===== config.mk =====
export PLATFORM = sky130hd
export DESIGN_NAME = if_fetch_ctrl
export DESIGN_NICKNAME = d
export VERILOG_FILES = /design/src/rtl/if_fetch_ctrl.sv
export SDC_FILE = /design/constraint.sdc
export NUM_CORES = 1
export LEC_CHECK = 0
export BUFFER_PORTS_ARGS = -buffer_cell sky130_fd_sc_hd__buf_2
export CAP_MARGIN = 20
export CELL_PAD_IN_SITES_DETAIL_PLACEMENT = 1
export CELL_PAD_IN_SITES_GLOBAL_PLACEMENT = 1
export CORE_ASPECT_RATIO = 0.9
export CORE_MARGIN = 1
export CORE_UTILIZATION = 38
export DETAILED_ROUTE_END_ITERATION = 8
export GPL_TIMING_DRIVEN = 0
export PLACE_DENSITY = 0.83
export REMOVE_ABC_BUFFERS = 1
export SLEW_MARGIN = 20
export SYNTH_ARGS = -nofsm -noshare
export SYNTH_HDL_FRONTEND = slang
export SYNTH_SLANG_ARGS = --single-unit

===== constraint.sdc =====
create_clock -name clk -period 9.7 [get_ports clk]
set_input_delay 2.91 -clock clk [delete_from_list [all_inputs] [get_ports clk]]
set_output_delay 2.91 -clock clk [all_outputs]
set_load 0.1 [all_outputs]

===== src/rtl/if_fetch_ctrl.sv =====
// Fetch-stage controller for the IF stage.
// Drives the PC register (npc/pc_en/pc_stall), runs a single-outstanding
// request/response handshake to instruction memory, and presents fetched
// instructions to IF/ID through a registered slot backed by a one-entry
// hold buffer. EX redirects flush the slot and the buffer; a response that
// belongs to a killed fetch is swallowed in DROP.
//
// Ports:
//   clk, rst          clock, asynchronous active-high reset
//   pc                current PC from the PC register
//   npc               next PC (redirect target or pc+4)
//   pc_en, pc_stall   PC register enable / stall
//   redirect_valid    EX redirect (taken branch/jump)
//   redirect_target   redirect address
//   id_stall          ID cannot accept this cycle
//   imem_req_*        fetch request channel (valid/addr out, ready in)
//   imem_resp_*       fetch response channel (valid/data in)
//   if_valid/pc/inst  instruction presented to IF/ID
module if_fetch_ctrl #(
  parameter logic [31:0] NOP_INST = 32'h03400000
) (
  input  logic        clk,
  input  logic        rst,
  input  logic [31:0] pc,
  output logic [31:0] npc,
  output logic        pc_en,
  output logic        pc_stall,
  input  logic        redirect_valid,
  input  logic [31:0] redirect_target,
  input  logic        id_stall,
  output logic        imem_req_valid,
  output logic [31:0] imem_req_addr,
  input  logic        imem_req_ready,
  input  logic        imem_resp_valid,
  input  logic [31:0] imem_resp_data,
  output logic        if_valid,
  output logic [31:0] if_pc,
  output logic [31:0] if_inst
);

  typedef enum logic [1:0] {
    S_REQ  = 2'd0,
    S_WAIT = 2'd1,
    S_HOLD = 2'd2,
    S_DROP = 2'd3
  } state_t;

  state_t state, state_nxt;

  logic        slot_free;
  logic        load_resp;   // response goes straight into the slot
  logic        load_hold;   // buffered instruction moves into the slot
  logic        stash;       // response parked in the hold buffer
  logic        advance;
  logic        hold_valid;
  logic [31:0] hold_pc;
  logic [31:0] hold_inst;

  assign pc_en          = !rst;
  assign npc            = redirect_valid ? redirect_target : pc + 32'd4;
  assign pc_stall       = !advance;
  assign imem_req_valid = (state == S_REQ);
  assign imem_req_addr  = pc;

  always_ff @(posedge clk or posedge rst) begin
    if (rst) state <= S_REQ;
    else     state <= state_nxt;
  end

  always_comb begin
    state_nxt = state;
    load_resp = 1'b0;
    load_hold = 1'b0;
    stash     = 1'b0;
    slot_free = !if_valid || !id_stall;

    if (redirect_valid) begin
      // A request accepted this cycle, or one still in flight, will return
      // data for the killed path; DROP absorbs it unless it arrives now.
      unique case (state)
        S_REQ:          state_nxt = imem_req_ready  ? S_DROP : S_REQ;
        S_WAIT, S_DROP: state_nxt = imem_resp_valid ? S_REQ  : S_DROP;
        S_HOLD:         state_nxt = S_REQ;
        default:        state_nxt = S_REQ;
      endcase
    end else begin
      unique case (state)
        S_REQ: begin
          if (imem_req_ready) state_nxt = S_WAIT;
        end
        S_WAIT: begin
          if (imem_resp_valid) begin
            if (slot_free) begin
              load_resp = 1'b1;
              state_nxt = S_REQ;
            end else begin
              stash     = 1'b1;
              state_nxt = S_HOLD;
            end
          end
        end
        S_HOLD: begin
          if (slot_free && hold_valid) begin
            load_hold = 1'b1;
            state_nxt = S_REQ;
          end
        end
        S_DROP: begin
          if (imem_resp_valid) state_nxt = S_REQ;
        end
        default: state_nxt = S_REQ;
      endcase
    end

    advance = redirect_valid || load_resp || load_hold;
  end

  always_ff @(posedge clk or posedge rst) begin
    if (rst) begin
      if_valid   <= 1'b0;
      if_pc      <= '0;
      if_inst    <= NOP_INST;
      hold_valid <= 1'b0;
      hold_pc    <= '0;
      hold_inst  <= '0;
    end else if (redirect_valid) begin
      if_valid   <= 1'b0;
      if_inst    <= NOP_INST;
      hold_valid <= 1'b0;
    end else begin
      if (load_resp) begin
        if_valid <= 1'b1;
        if_pc    <= pc;
        if_inst  <= imem_resp_data;
      end else if (load_hold) begin
        if_valid <= 1'b1;
        if_pc    <= hold_pc;
        if_inst  <= hold_inst;
      end else if (if_valid && !id_stall) begin
        if_valid <= 1'b0;
      end

      if (stash) begin
        hold_valid <= 1'b1;
        hold_pc    <= pc;
        hold_inst  <= imem_resp_data;
      end else if (load_hold) begin
        hold_valid <= 1'b0;
      end
    end
  end

endmodule


; ---- Word-level counts from Yosys, hierarchy flattened
; Cells that the tools add are included.
; Widths: inputs -> output; s select.
[word_totals]
register_bits = 132
latch_bits = 0
mem_bits_rw = 0
mem_bits_ro = 0
n_memories = 0
[op_classes]
addsub = 1
n_mul = 0
div = 0
magnitude_cmp = 0
n_eq_ne = 7
shift = 0
n_mux = 34
n_bitwise = 1
reduce_logical = 18
[ops]
columns = cell, count
row1 = $mux 32, 6
row2 = $add 32x3->32 const B, 1
row3 = $mux 1, 18
row4 = $mux 2, 8
row5 = $ne 3x3->1 const B, 3
row6 = $pmux 2 s4, 1
row7 = $pmux 2 s3, 1
row8 = $reduce_bool 3->1, 2
row9 = $eq 2x2->1 const B, 2
row10 = $logic_not 1->1, 4
row11 = $reduce_and 2->1, 2
row12 = $reduce_and 4->1, 1
row13 = $reduce_bool 4->1, 1
row14 = $logic_or 1x1->1, 3
row15 = $ne 3x2->1 const B, 1
row16 = $eq 2x1->1 const B, 1
row17 = $logic_and 1x1->1, 2
row18 = $logic_not 2->1, 1
row19 = $reduce_bool 2->1, 1
row20 = $reduce_or 2->1, 1
row21 = $not 1->1, 1

; ---- Depth between registers and ports, before layout
[depth]
word_depth = 9
mapped_depth = 8
mapped_depth_nobuf = 5

; ---- Least setup slack after synthesis
; OpenSTA, ideal clock, no wires.
[synth_timing]
kind = input to output
start = input pc[4]
end = output npc[17]
t_arrival_ns = 6.208
required_time_ns = 6.790
setup_slack_ns = 0.582
path_stages = 6
n_path_buf = 2
path_cell_list = clkbuf_2 > nand3_1 > or4_1 > buf_2 > xnor2_1 > o21ai_0
[synth_between]
elab_chain_len = 2
[synth_lines]
columns = element, line_no
row1 = start: declaration, 24  ; input logic [31:0] pc,
row2 = $add 32x3->32, 60  ; assign npc = redirect_valid ? redirect_target : pc + 32'd4;
row3 = $mux 32, 60
row4 = end: declaration, 25  ; output logic [31:0] npc,
; No other way between the ends.

; ---- Final worst setup path
[layout_timing]
start = input pc[3]
end = output npc[26]
; The elaborated chain is that of the path after synthesis.

==> results.txt <==
----------------------------------------------------
[Final layout]
  Antenna diodes ... 0
  Final non-filler cell total ... ~1100
  Number of nets in the final layout ... between 900 and 1000
  Core utilization of the finished layout ... 0.502
  Multi-input logic area ... 2940 µm²
  Area of all sequential standard cells ... roughly 3300 µm²
  Filler cell count ... between 1500 and 2000
  Fraction of layout instances using a drive strength above 1 ... 0.410
  Area growth, synth to finish ... 28.1%

[Worst setup path]
  Reg2Reg Setup Slack ... between 7 and 8 ns
  Kind of start point of the critical path ... input pin
  Capturing point of the worst reg2reg path ... if_pc[4]
  Worst R2R Start ... hold_valid
  Critical path arrival ... approximately 5.5 ns
  Class of the most critical setup path ... input pin to primary output
  Crit path capture type ... primary output
  Crit path required time ... roughly 6.8 ns
  Maximum fanout along the worst path ... 10
  Register-to-Register Path Depth ... 7

[CTS]
  Clock Latency Late Sink ... 0.42 ns
  Buffers from clock root to sink, at most ... 2
  TritonCTS buffer count ... 17
  Number of buffers added to fix hold violations after cts ... 0
  Reg clk slew, reported paths ... about 0.050 ns
  Number of buffers added for setup after CTS ... 0
  CTS tree ... yes
  Buffer type at the clock tree root ... clkbuf_16
  CTS Sinks ... between 100 and 150
  Post-CTS sizing ... 0
  Depth of the CTS H-tree ... 4

[Power]
  Static power due to leakage ... ~4.1 nW
  Power per unit of standard cell area ... 295 nW/µm²
  Post-layout total power ... roughly 2.5 mW
  VDD IR max ... ~0.18 mV

[Timing]
  RSZ-0062 raised after global routing ... no
  Final hold violation count ... 0
  Summed negative setup slack over all endpoints ... 0 ns
  Period utilization ... 0.862
  Final Max Tran Viols ... 0
  F_max ... ~0.12 GHz
  Clock skew after layout ... around 0.012 ns
  Slew at the pin closest to its max-slew limit ... between 0.8 and 0.9 ns
  Relative slew slack ... 0.446
  Post-route minimum period ... roughly 8.4 ns
  Finish-stage setup viols ... 0

[Routing]
  Detailed Route WL ... ~20000 µm
  Number of optimization iterations in the first detailed-route pass ... 4
  Detailed-route vias per instance ... 5.54
  Antenna Nets Post-Route ... 0
  Average wire per cell in the routed design ... roughly 19 µm
  First DRT Iteration DRCs ... approximately 180
  Remaining design rule violation count ... 0
  WL met2 ... between 10000 and 15000 µm
  Met3 wire len ... between 800 and 900 µm
  Vias after detailed routing ... approximately 6000
  Max Used Layer ... met4
  Met1 layer wirelength in the final routing ... just over 9000 µm

[Global route]
  GR Overflow Total ... 0
  Vias in the first global route ... between 6000 and 7000
  Initial antenna violation count ... 0
  Pin count of the biggest net entering global routing ... 77
  GR Util All Layers ... 0.233
  Global-route wire length before repair ... around 33000 µm

[Die]
  Total I/O pin count ... 234
  Die span in x ... 142 µm
  Placement Rows ... 45
  Initial cell density of the core ... 0.392
  Core area ... 17100 µm²
  Die area ... 18100 µm²
  DIE HEIGHT ... approximately 130 µm

[Synthesis]
  Part of the Yosys area used for sequential elements ... 0.494
  Proportion of synthesized flip-flops having asynchronous set or reset ... 1.00
  Cell taking the most area after synthesis ... dfrtp_1
  Synthesized instance count ... between 600 and 700
  Synth top area share ... 0.483
  Count of flip-flops with a built-in enable after synthesis ... 0
  Most used DFF post-synth ... dfrtp_1
  Post-Syn Area ... approximately 6700 µm²
  Average footprint of a synthesized cell ... 10.0 µm²
  Top cells by area in the synthesized netlist ... dfrtp_1 48%, mux2_2 9.9%, a2bb2oi_1 4.1%
  Yosys warning count ... 0
  Count of state elements after synthesis ... 132
  Distinct cell type count of the synthesized netlist ... 46

[Hold path]
  Hold depth ... 2
  Min-Delay Endpoint ... hold_pc[7]
  Hold_sp ... hold_pc[7]
  Path type of the worst min-delay path ... flip-flop to flip-flop

[Place]
  Weighted congestion at the end of routability-driven global placement ... 0.741
  Post-detail-place hpwl ... 13900 µm
  Port Buffer Count ... between 200 and 250
  Dpl cells ... 1061

[Flow run]
  Max-capacitance violation count ... 0

[Outcome]
  Result of the run ... completed

----------------------------------------------------
[final cells by class]
class,instances,area share
multi-input cells,439,0.343
inverters,10,0.00540
well taps,235,0.0343
flip-flops and latches,132,0.386
clock buffers,18,0.0501
repair buffers,245,0.165
clock inverters,13,0.0161
[worst max-delay path by stage]
stage / from / end / cells after the start
floorplan: rst / pc_en / 1
global placement: id_stall / pc_stall / 6
detailed placement: pc[2] / npc[26] / 7
CTS: pc[3] / npc[26] / 7
global route: pc[3] / npc[26] / 7
finish: pc[3] / npc[26] / 7
[flip-flops by register name, summed over array words and instances, names as in the netlist]
register	count
if_pc	32
hold_valid	1
if_inst	32
hold_pc	32
if_valid	1
state	2
hold_inst	32
[Yosys cell counts, types with 2 or more instances]
cell type / n
a21oi_1: 2
nand2_1: 66
nor2_1: 49
nor3_1: 9
clkbuf_1: 43
mux2_2: 59
xnor2_1: 11
o211ai_1: 2
or3_1: 11
xor2_1: 2
a2bb2oi_1: 31
nand3b_1: 3
nand4_2: 2
buf_1: 4
o22ai_1: 32
inv_1: 9
nor4_1: 3
a31oi_1: 15
nand3_1: 40
nor2b_1: 2
dfstp_2: 3
nand4_1: 4
or4_1: 8
o31ai_1: 4
buf_2: 5
or2_2: 5
o21ai_0: 35
dfrtp_1: 129
nand2b_1: 2
a311oi_1: 29
buf_4: 32
[layer usage]
metal | GRT usage | vias to the layer above
met1 | 0.300 | 3085
met5 | 0 | -
met2 | 0.401 | 171
li1 | - | 2776
met3 | 0.0437 | 21
met4 | 0.0633 | 0
[worst max-delay path: stages]
cell     delay, ns
buf_2         0.16
ha_1          0.25
nand4_2       0.24
or4_1         0.74
or4_1         0.53
a31oi_1       0.17
buf_2         0.44
[where the power goes]
part | internal [mW] | switching [mW] | total, mW
logic | 0.203 | 0.965 | 1.17
clock network | 0.376 | 0.247 | 0.623
registers | 0.666 | 0.0697 | 0.735
[layout by cell type (no fill, tap or decap), types with 2 or more instances in the layout]
cell          n
mux2_2       59
xor2_1        2
or4_1         8
nand2b_1      2
nand4_1       4
dfrtp_1     129
nor3_1        9
buf_6         2
clkinv_4      4
a311oi_1     29
or2_2         4
a31oi_1      15
nand3_1      40
nand2_1      65
dfstp_2       3
bufinv_16     2
o22ai_1      32
nand3b_1      3
clkinvlp_4    3
buf_16        5
a2bb2oi_1    31
or3_1        11
o211ai_1      2
nand4_2       2
clkinv_2      5
clkbuf_16    17
inv_1         8
buf_8         3
o21ai_0      35
buf_12        2
buf_2       232
nor4_1        3
xnor2_1      11
nor2_1       49
o31ai_1       4
[stage by stage]
stage | area (µm²) | setup slack [ns] | hold slack, ns
3_3_place_gp | 7700 | -2.06 | 0.462
3_5_place_dp | 8000 | 1.36 | 0.471
6_report | 8570 | 1.33 | 0.487
5_1_grt | 8570 | 1.20 | 0.516
4_1_cts | 8570 | 1.34 | 0.485
2_1_floorplan | 6240 | 0.605 | 0.451
[logic make-up (layout without fill, tap and decap cells)]
kind of cell             count (synthesis)  after routing  share of synthesized area
AND/OR/NAND/NOR                        207            207                      0.146
AO/OA/AOI/OAI                          158            158                      0.168
flip-flops                             132            132                      0.494
buffers and inverters                   95            286                     0.0724
multiplexers                            60             60                      0.101
XOR/XNOR                                13             13                     0.0170
adder cells (fa/ha/maj)                  1              1                    0.00187
Note: power is estimated with default switching activity, not from simulation.
